### src/rtl/imem_boot_loader.sv
// imem_boot_loader: assembles a little-endian host byte stream into instruction memory, then releases the core.
// Optional trailer checksum when IMEM_LOADER_CHECKSUM_EN is defined.
module imem_boot_loader #(
  parameter int DATA_WIDTH = 32,
  parameter int ADDR_WIDTH = 12
) (
  input  logic                  clock,
  input  logic                  reset,
  input  logic                  load_start,
  input  logic                  s_valid,
  input  logic [7:0]            s_data,
  output logic                  s_ready,
  input  logic                  cpu_re,
  input  logic [ADDR_WIDTH-1:0] cpu_raddr,
  output logic                  mem_re,
  output logic [ADDR_WIDTH-1:0] mem_raddr,
  output logic                  mem_we,
  output logic [ADDR_WIDTH-1:0] mem_waddr,
  output logic [DATA_WIDTH-1:0] mem_wdata,
  output logic                  cpu_hold,
  output logic                  load_done,
  output logic                  load_error,
  output logic [ADDR_WIDTH:0]   words_loaded
);
  localparam int BPW = DATA_WIDTH / 8;
  localparam int BW = BPW > 1 ? $clog2(BPW) : 1;
  localparam int MEM_DEPTH = 2 ** ADDR_WIDTH;
`ifdef IMEM_LOADER_CHECKSUM_EN
  typedef enum logic [2:0] {IDLE, HDR0, HDR1, DATA, CSUM, RUN, ERROR} state_t;
  localparam state_t FIN = CSUM;
`else
  typedef enum logic [2:0] {IDLE, HDR0, HDR1, DATA, RUN, ERROR} state_t;
  localparam state_t FIN = RUN;
`endif
  state_t state, nxt;
  logic [7:0] lo;
  logic [15:0] n, hdr;
  logic [BW-1:0] bcnt;
  logic [DATA_WIDTH-1:0] sh, word;
  logic hs, last;
`ifdef IMEM_LOADER_CHECKSUM_EN
  logic [7:0] sum;
  assign s_ready = (state inside {HDR0, HDR1, DATA, CSUM}) && !load_start && !mem_we;
`else
  assign s_ready = (state inside {HDR0, HDR1, DATA}) && !load_start && !mem_we;
`endif
  assign hs = s_valid & s_ready;
  assign hdr = {s_data, lo};
  assign last = bcnt == BW'(BPW - 1);
  assign cpu_hold = state != RUN;
  assign load_error = state == ERROR;
  assign mem_re = (state == RUN) & cpu_re;
  assign mem_raddr = state == RUN ? cpu_raddr : '0;
  always_comb begin
    word = sh;
    word[{bcnt, 3'b000} +: 8] = s_data;
  end
  // The write cycle doubles as the completion check: words_loaded already counts the word being written.
  always_comb begin
    nxt = state;
    if (load_start) nxt = HDR0;
    else case (state)
      HDR0: nxt = hs ? HDR1 : HDR0;
      HDR1: nxt = !hs ? HDR1 : 32'(hdr) > 32'(MEM_DEPTH) ? ERROR : hdr == 16'd0 ? FIN : DATA;
      DATA: nxt = mem_we && 32'(words_loaded) == 32'(n) ? FIN : DATA;
`ifdef IMEM_LOADER_CHECKSUM_EN
      CSUM: nxt = !hs ? CSUM : 8'(sum + s_data) == 8'd0 ? RUN : ERROR;
`endif
      default: nxt = state;
    endcase
  end
  always_ff @(posedge clock) begin
    if (reset) begin
      state <= IDLE;
      mem_we <= 1'b0;
      mem_waddr <= '0;
      mem_wdata <= '0;
      words_loaded <= '0;
      load_done <= 1'b0;
      bcnt <= '0;
      lo <= '0;
      n <= '0;
      sh <= '0;
`ifdef IMEM_LOADER_CHECKSUM_EN
      sum <= '0;
`endif
    end else begin
      state <= nxt;
      load_done <= nxt == RUN && state != RUN;
      mem_we <= 1'b0;
      if (load_start) begin
        words_loaded <= '0;
        bcnt <= '0;
`ifdef IMEM_LOADER_CHECKSUM_EN
        sum <= '0;
`endif
      end else if (hs) begin
        if (state == HDR0) lo <= s_data;
        if (state == HDR1) n <= hdr;
        if (state == DATA) begin
          sh <= word;
          bcnt <= last ? '0 : bcnt + 1'b1;
`ifdef IMEM_LOADER_CHECKSUM_EN
          sum <= sum + s_data;
`endif
          if (last) begin
            mem_we <= 1'b1;
            mem_waddr <= words_loaded[ADDR_WIDTH-1:0];
            mem_wdata <= word;
            words_loaded <= words_loaded + 1'b1;
          end
        end
      end
    end
  end
endmodule

### config.mk
export PLATFORM = sky130hd
export DESIGN_NAME = imem_boot_loader
export DESIGN_NICKNAME = d
export VERILOG_FILES = /design/src/rtl/imem_boot_loader.sv
export SDC_FILE = /design/constraint.sdc
export NUM_CORES = 1
export LEC_CHECK = 0
export ABC_AREA = 1
export CAP_MARGIN = 10
export CORE_MARGIN = 2
export CORE_UTILIZATION = 54
export CTS_BUF_LIST = sky130_fd_sc_hd__clkbuf_4
export CTS_CLUSTER_DIAMETER = 100
export DETAILED_ROUTE_END_ITERATION = 10
export GPL_ROUTABILITY_DRIVEN = 0
export GPL_TIMING_DRIVEN = 0
export HOLD_SLACK_MARGIN = 0.08
export PLACE_DENSITY_LB_ADDON = 0.25
export RECOVER_POWER = 25
export SETUP_SLACK_MARGIN = 0.02
export SYNTH_ARGS = -nofsm -noshare
export SYNTH_HDL_FRONTEND = slang
export SYNTH_SLANG_ARGS = --single-unit
export TNS_END_PERCENT = 20
### constraint.sdc
create_clock -name clock -period 2 [get_ports clock]
set_input_delay 0.3 -clock clock [delete_from_list [all_inputs] [get_ports clock]]
set_output_delay 0.3 -clock clock [all_outputs]
set_load 0.005 [all_outputs]
==> run_results.csv, run 1 <==
group,metric,value,unit
pwr,p_per_area,594,mW/mm2
clock_tree,cts_root_buffer,"clkbuf_4",
drt,drc,0,
sta,period_share,94.5,%
synthesis,seq_area_frac_synth,45.4,%
sta,slew_headroom,62.4,%
synthesis,synth_cells,726,
floorplan,start_util,54.9,%
global_routing,overflow,0,
floorplan,std_cell_rows,36,
synthesis,ys_ff_latch,120,
clock_tree,cts-buffers-inserted,17,
worst_hold_path,worstHoldStart,"reset",
worst_hold_path,hp-class,"in -> reg",
sta,maxSlewViolCount,0,
finish,nets,876,
synthesis,synth_warnings,0,
run,drv_cap,0,
worst_hold_path,holdPathEnd,"mem_wdata[31]",
clock_tree,cts_tree,"yes",
floorplan,ios,100,
synthesis,async_reset_ff_share,0,%
placed_design,dp_hpwl,10800,um
synthesis,synth_area,0.00530,mm2
worst_setup_path,cp-startpoint,"state[2]",
global_routing,grt_usage,28.0,%
global_routing,grt_pass1_vias,4922,
drt,viasPerCell,5.47,
pwr,power.total,4.00,mW
clock_tree,cts_max_level,4,
drt,drtAntennaViolNets,0,
clock_tree,cts.sinks,120,
clock_tree,clkTransAtPathRegs,0.10,ns
sta,fin_crit,1.89,ns
finish,diodes,0,
drt,drtIter0Drc,479,
worst_setup_path,crit_path_end_kind,"output port",
clock_tree,hold_buffers,0,
clock_tree,insertion_delay,0.53,ns
floorplan,die_w,103,um
global_routing,grt_first_pass_wirelength,22900,um
worst_setup_path,r2r_end,"mem_wdata[11]",
drt,first_pass_iters,5,
floorplan,die_area,0.0106,mm2
worst_setup_path,worstPathMaxFanout,5,
worst_setup_path,r2r_start,"bcnt[0]",
finish,nFillCells,816,
worst_setup_path,rrSetupSlack,0.15,ns
finish,drive_gt1_share,7.97,%
worst_hold_path,whs_path_depth,2,
finish,regArea,0.00242,mm2
sta,tightest_slew,0.564,ns
worst_setup_path,arrival,1.59,ns
sta,hold_ws,0.312,ns
worst_setup_path,worstPathRequired,1.70,ns
sta,clock_skew,0.0143,ns
global_routing,grtUsageMet1,36.9,%
finish,syn2layout_area_growth,27.1,%
global_routing,met3_usage,8.14,%
pwr,p_leak,2.86,nW
sta,grt_setup_unrepaired,"true",
global_routing,grt_max_degree,17,
placed_design,portBuffers,98,
synthesis,avgSynthCellArea,7.30,um2
global_routing,grt_util_met2,42.8,%
placed_design,dp_slack,-0.207,ns
synthesis,syn-num-nets,758,
drt,num_vias,5397,
finish,multi_input_area,0.00240,mm2
worst_setup_path,worst-setup-path-type,"reg -> out",
pwr,vdd_ir_drop_max,0.281,mV
drt,drt_wl_total,14600,um
sta,fin_ws,0.111,ns
sta,setup_viol,0,
worst_setup_path,r2r_cells,6,
floorplan,fp.coreArea,0.00964,mm2
clock_tree,cts_buffer_depth,2,
synthesis,synth_edf_count,0,
worst_setup_path,cp-start-kind,"register",
sta,fmax,529,MHz
global_routing,busiest_layer,"met2",
synthesis,synth_cell_types,33,
synthesis,synth_ff_type,"dfxtp_1",
floorplan,die_y,103,um
global_routing,antenna_found_initial,0,
sta,hold_viol,0,
run_status,run_status,"complete, no violations",
drt,detail_route.wl_per_cell,14.8,um
==> logic make-up (layout without fill, tap and decap cells) <==
family / count (synthesis) / after routing / share of synthesized area (%)
compound gates: 217 / 217 / 22.7
simple gates: 239 / 239 / 19.1
buf+inv: 137 / 264 / 10.3
xor+xnor: 6 / 6 / 0.992
fa+ha+maj: 7 / 7 / 1.65
flops: 120 / 120 / 45.4
==> layout by cell type (no fill, tap or decap), types with 8 or more instances in the layout <==
master,netlist,layout
clkbuf_4,0,20
nand4_1,8,8
dfxtp_1,120,116
a21oi_1,77,77
dlygate4sd2_1,0,12
o21ai_0,91,91
inv_1,98,98
nand2_1,88,87
nor3_1,14,12
buf_2,11,11
a22oi_1,14,14
clkbuf_1,19,16
dlygate4sd3_1,0,40
clkdlybuf4s50_1,0,43
o22ai_1,8,8
nor2_1,107,105
nand3_1,11,10
a211oi_1,25,25
==> per-layer routing <==
layer	up-vias	share of wire [%]
met5	-	0
met4	0	3.0
met3	50	8.8
met2	265	46
met1	2458	42
li1	2624	-
==> worst max-delay path, cell delays in order (launching register included) <==
cell and delay, ns:
dfxtp_4 0.39, nand2_1 0.07, nor2_1 0.09, clkdlybuf4s50_1 0.51
==> report_power, final <==
part           internal, mW  leakage, nW  switching [mW]
Clock                 0.606        0.124           0.813
Sequential             2.39        0.969         0.00561
Combinational        0.0723         1.76           0.113
Total                  3.07         2.86           0.932
==> how the worst max path moves through the flow <==
stage	to	cells past startpoint
after floorplan	mem_wdata[27]	6
after global placement	mem_wdata[8]	10
after detailed placement	mem_wdata[28]	6
after CTS	mem_wdata[28]	6
after global routing	lo[5]	8
final	load_error	3
==> state kept, by name (all words and copies together), names as in the netlist <==
| name | cells |
|---|---|
| mem_we | 1 |
| sh | 32 |
| mem_wdata | 32 |
| mem_waddr | 12 |
| lo | 8 |
| load_done | 1 |
| n | 16 |
| state | 3 |
| words_loaded | 13 |
| bcnt | 2 |
==> final cells by class <==
cell class                      count  area share (%)
Buffer                             34            2.49
Multi-Input combinational cell    469            35.7
Sequential cell                   120            35.9
Timing Repair Buffer              100            14.6
Tap cell                          133            2.47
Clock buffer                       20            2.23
Inverter                          102            5.71
Clock inverter                      8           0.892
==> metrics by stage <==
stage	std cells	TNS, ns	area (um2)	util (%)
after detailed placement	957	-10.83	6440	66.8
after global placement	957	-6.50	6440	66.8
after floorplan	726	0	5300	-
final	986	0	6730	69.8
after CTS	987	0	6690	69.4
after global routing	986	0	6730	69.8
==> cells in the mapped netlist, types with 2 or more instances <==
cell,instances,area [um2]
clkbuf_1,19,71.3
nor2_2,2,12.5
a21oi_1,77,385
buf_4,4,30.0
o22ai_1,8,50.1
xor2_1,5,43.8
inv_1,98,368
ha_1,7,87.6
nand3_1,11,55.1
nand2_1,88,330
inv_2,2,7.51
nand2_2,2,12.5
nor2_1,107,402
buf_2,11,55.1
a211oi_1,25,188
o21ai_0,91,455
a22oi_1,14,105
nor3_1,14,70.1
nand4_1,8,50.1
dfxtp_1,120,2400
==> what timing repair did <==
action / CTS / global route
pin swaps: 0 / 0
endpoints found under the setup margin: 49 / 57
buffers inserted: 2 / 0
resized for setup: 29 / 14
No activity file was read; power rests on OpenSTA's default activity.
==> inputs of run 2 (changes only) <==
Settings changed: ABC_CLOCK_PERIOD_IN_PS set to 2000, SLEW_MARGIN set to 20, TNS_END_PERCENT 20 to unset.
==> results of run 2 <==
Same layout as run 1: the final DEF is identical, and so are final timing and power.
==> inputs of run 3 (changes only) <==
Settings changed: ABC_AREA 1 to 0, CORE_UTILIZATION 54 to 53.
==> run 3 against run 2 <==
Critical path type unchanged. Hold slack worse by 0.040 ns. Largest cell class is now multi-input combinational cells. First-iteration DRC count is 42% lower. Sequential cell count stayed put. The run now ends with setup timing left. Via count is 10% lower.
==> run_results.csv, run 3 <==
group,metric,value,unit
run_status,run_status,"finished, violations left",
run_status,violations,"setup timing",
placed_design,dp_cells,809,
synthesis,yosysTopAreaCellShare,47.1,%
synthesis,seq_area_frac_synth,47.1,%
synthesis,synth_edf_count,0,
drt,detail_route.wl_per_cell,17.4,um
synthesis,synth_area,0.00510,mm2
synthesis,synth_warnings,0,
global_routing,grt_max_degree,17,
worst_setup_path,cp-start-kind,"register",
sta,maxSlewViolCount,0,
global_routing,grt_pass1_vias,4641,
floorplan,fp.coreArea,0.00928,mm2
placed_design,dp_hpwl,9760,um
clock_tree,cts.sinks,120,
worst_setup_path,worst-setup-path-type,"reg -> out",
sta,period_share,102,%
pwr,p_per_area,720,mW/mm2
drt,viasPerCell,5.59,
run,drv_cap,0,
global_routing,grt_first_pass_wirelength,23100,um
clock_tree,insertion_delay,0.54,ns
finish,multi_input_area,0.00261,mm2
synthesis,synthTopCellsByArea,"dfxtp_1 47%, a211oi_1 9.4%, nor2_1 8.3%, a21oi_1 5.0%, mux2i_1 4.7%",
worst_setup_path,cp-startpoint,"state[0]",
floorplan,ios,100,
synthesis,ys_top_cells_by_count,"120 x dfxtp_1, 113 x nor2_1, 64 x a211oi_1",
global_routing,overflow,0,
drt,drt_wl_total,15000,um
sta,fin_crit,2.04,ns
sta,setup_viol,9,
worst_setup_path,r2r_start,"state[2]",
pwr,power.total,5.03,mW
synthesis,synth_most_common_cell,"dfxtp_1",
synthesis,syn-num-nets,617,
floorplan,die_w,102,um
finish,syn2layout_area_growth,36.8,%
finish,diodes,0,
floorplan,start_util,54.9,%
sta,hold_viol,0,
finish,top_regs,"mem_wdata (32), sh (32), n (16)",
synthesis,ys_ff_latch,120,
sta,hold_ws,0.272,ns
finish,nets,754,
drt,drc,0,
sta,clock_skew,0.0171,ns
finish,drive_gt1_share,16.9,%
clock_tree,clkTransAtPathRegs,0.12,ns
clock_tree,cts_root_buffer,"clkbuf_4",
sta,tightest_slew,0.603,ns
clock_tree,cts_buffer_depth,2,
finish,final_common_cell,"nor2_1",
finish,post-route-util,75.2,%
clock_tree,cts_tree,"yes",
worst_hold_path,worstHoldStart,"s_data[6]",
placed_design,portBuffers,95,
drt,first_pass_iters,6,
global_routing,antenna_found_initial,0,
floorplan,die_area,0.0104,mm2
sta,fmax,491,MHz
drt,drtIter0Drc,280,
synthesis,yosys.area.top_type,"dfxtp_1",
finish,final_cell_mix,"113 x nor2_1, 110 x dfxtp_1, 79 x clkdlybuf4s50_1",
drt,drtAntennaViolNets,0,
drt,num_vias,4833,
floorplan,die_y,102,um
sta,fin_ws,-0.0354,ns
clock_tree,hold_buffers,0,
worst_setup_path,worstPathRequired,1.70,ns
finish,nFillCells,644,
synthesis,synth_cell_types,42,
worst_hold_path,hp-class,"in -> reg",
synthesis,async_reset_ff_share,0,%
finish,stdcell_count,864,
floorplan,std_cell_rows,35,
global_routing,grt_usage,28.8,%
pwr,p_leak,2.64,nW
sta,grt_setup_unrepaired,"true",
synthesis,synth_cells,585,
synthesis,avgSynthCellArea,8.72,um2
worst_setup_path,arrival,1.74,ns
worst_setup_path,worstPathMaxFanout,4,
placed_design,dp_slack,-0.533,ns
clock_tree,cts-buffers-inserted,17,
synthesis,synth_ff_type,"dfxtp_1",
pwr,vdd_ir_drop_max,0.448,mV
worst_setup_path,crit_path_end_kind,"output port",
clock_tree,cts_max_level,4,
finish,regArea,0.00242,mm2
sta,slew_headroom,59.8,%
[run 3: cell types whose count changed in the layout (fill, tap and decap cells not counted), sizes merged, moves of 24 or more]
cell / previous run / this run
a21oi: 77 / 51
a211oi: 25 / 64
clkdlybuf4s50: 43 / 79
nor2b: 0 / 34
mux2i: 0 / 24
dlygate4sd3: 40 / 0
nand2: 91 / 34
o21ai: 92 / 4
inv: 100 / 7
buf: 18 / 48
[run 3: cell type report]
type / count / area share (%)
inverter: 6 / 0.448
buffer: 42 / 3.10
multi-input combinational: 415 / 37.3
tap: 129 / 2.31
clock inverter: 14 / 3.86
timing repair buffer: 120 / 16.3
clock buffer: 18 / 1.94
sequential: 120 / 34.7
[run 3: what timing repair did]
action | CTS | global route
cloned | 1 | 0
endpoints found under the setup margin | 84 | 63
buffers inserted | 17 | 8
gates resized for setup | 97 | 35
pin swaps | 6 | 3
[run 3: routing by layer]
metal	vias up	share of wire (%)	track usage (%)
li1	2287	-	-
met1	2308	40	35.5
met2	205	51	50.3
met3	33	6.6	6.22
met4	0	2.1	9.64
met5	-	0	0
[run 3: cell families (layout without fill, tap and decap cells)]
| logic type | after synthesis | in the layout | synth area share [%] |
|---|---|---|---|
| AOI/OAI and AO/OA | 124 | 124 | 15.6 |
| xor gates and xnor gates | 25 | 25 | 4.29 |
| adders and majority gates | 7 | 7 | 1.72 |
| buffers and inverters | 50 | 200 | 3.97 |
| DFF | 120 | 120 | 47.1 |
| muxes | 24 | 24 | 4.71 |
| and+or+nand+nor | 235 | 235 | 22.6 |
[run 3: worst paths after layout]
| path | endpoint | cells after the start | slack, ns |
|---|---|---|---|
| setup / recovery | mem_raddr[9] | 7 | -0.04 |
| hold / removal | lo[6] | 3 | 0.27 |
| setup reg to reg | words_loaded[12] | 7 | -0.03 |
| hold reg to reg | mem_waddr[7] | 2 | 0.46 |
[run 3: power by group]
group / switching, mW / internal [mW]
Clock: 0.985 / 1.40
Sequential: 0.0105 / 2.40
Combinational: 0.140 / 0.0970
Total: 1.13 / 3.89
[run 3: worst max-delay path, stage by stage (launching register included)]
cell and delay [ns]:
dfxtp_2 0.35, buf_8 0.12, nor3_4 0.16, clkbuf_8 0.17
buf_6 0.09, buf_6 0.09, and2_4 0.14, buf_6 0.09
[run 3: stage by stage]
step | TNS (ns) | cell area, um2
2_1_floorplan | 0 | 5100
3_3_place_gp | -32.03 | 6210
3_5_place_dp | -38.94 | 6210
4_1_cts | -0.0992 | 6800
5_1_grt | -2.75 | 6980
6_report | -0.216 | 6980
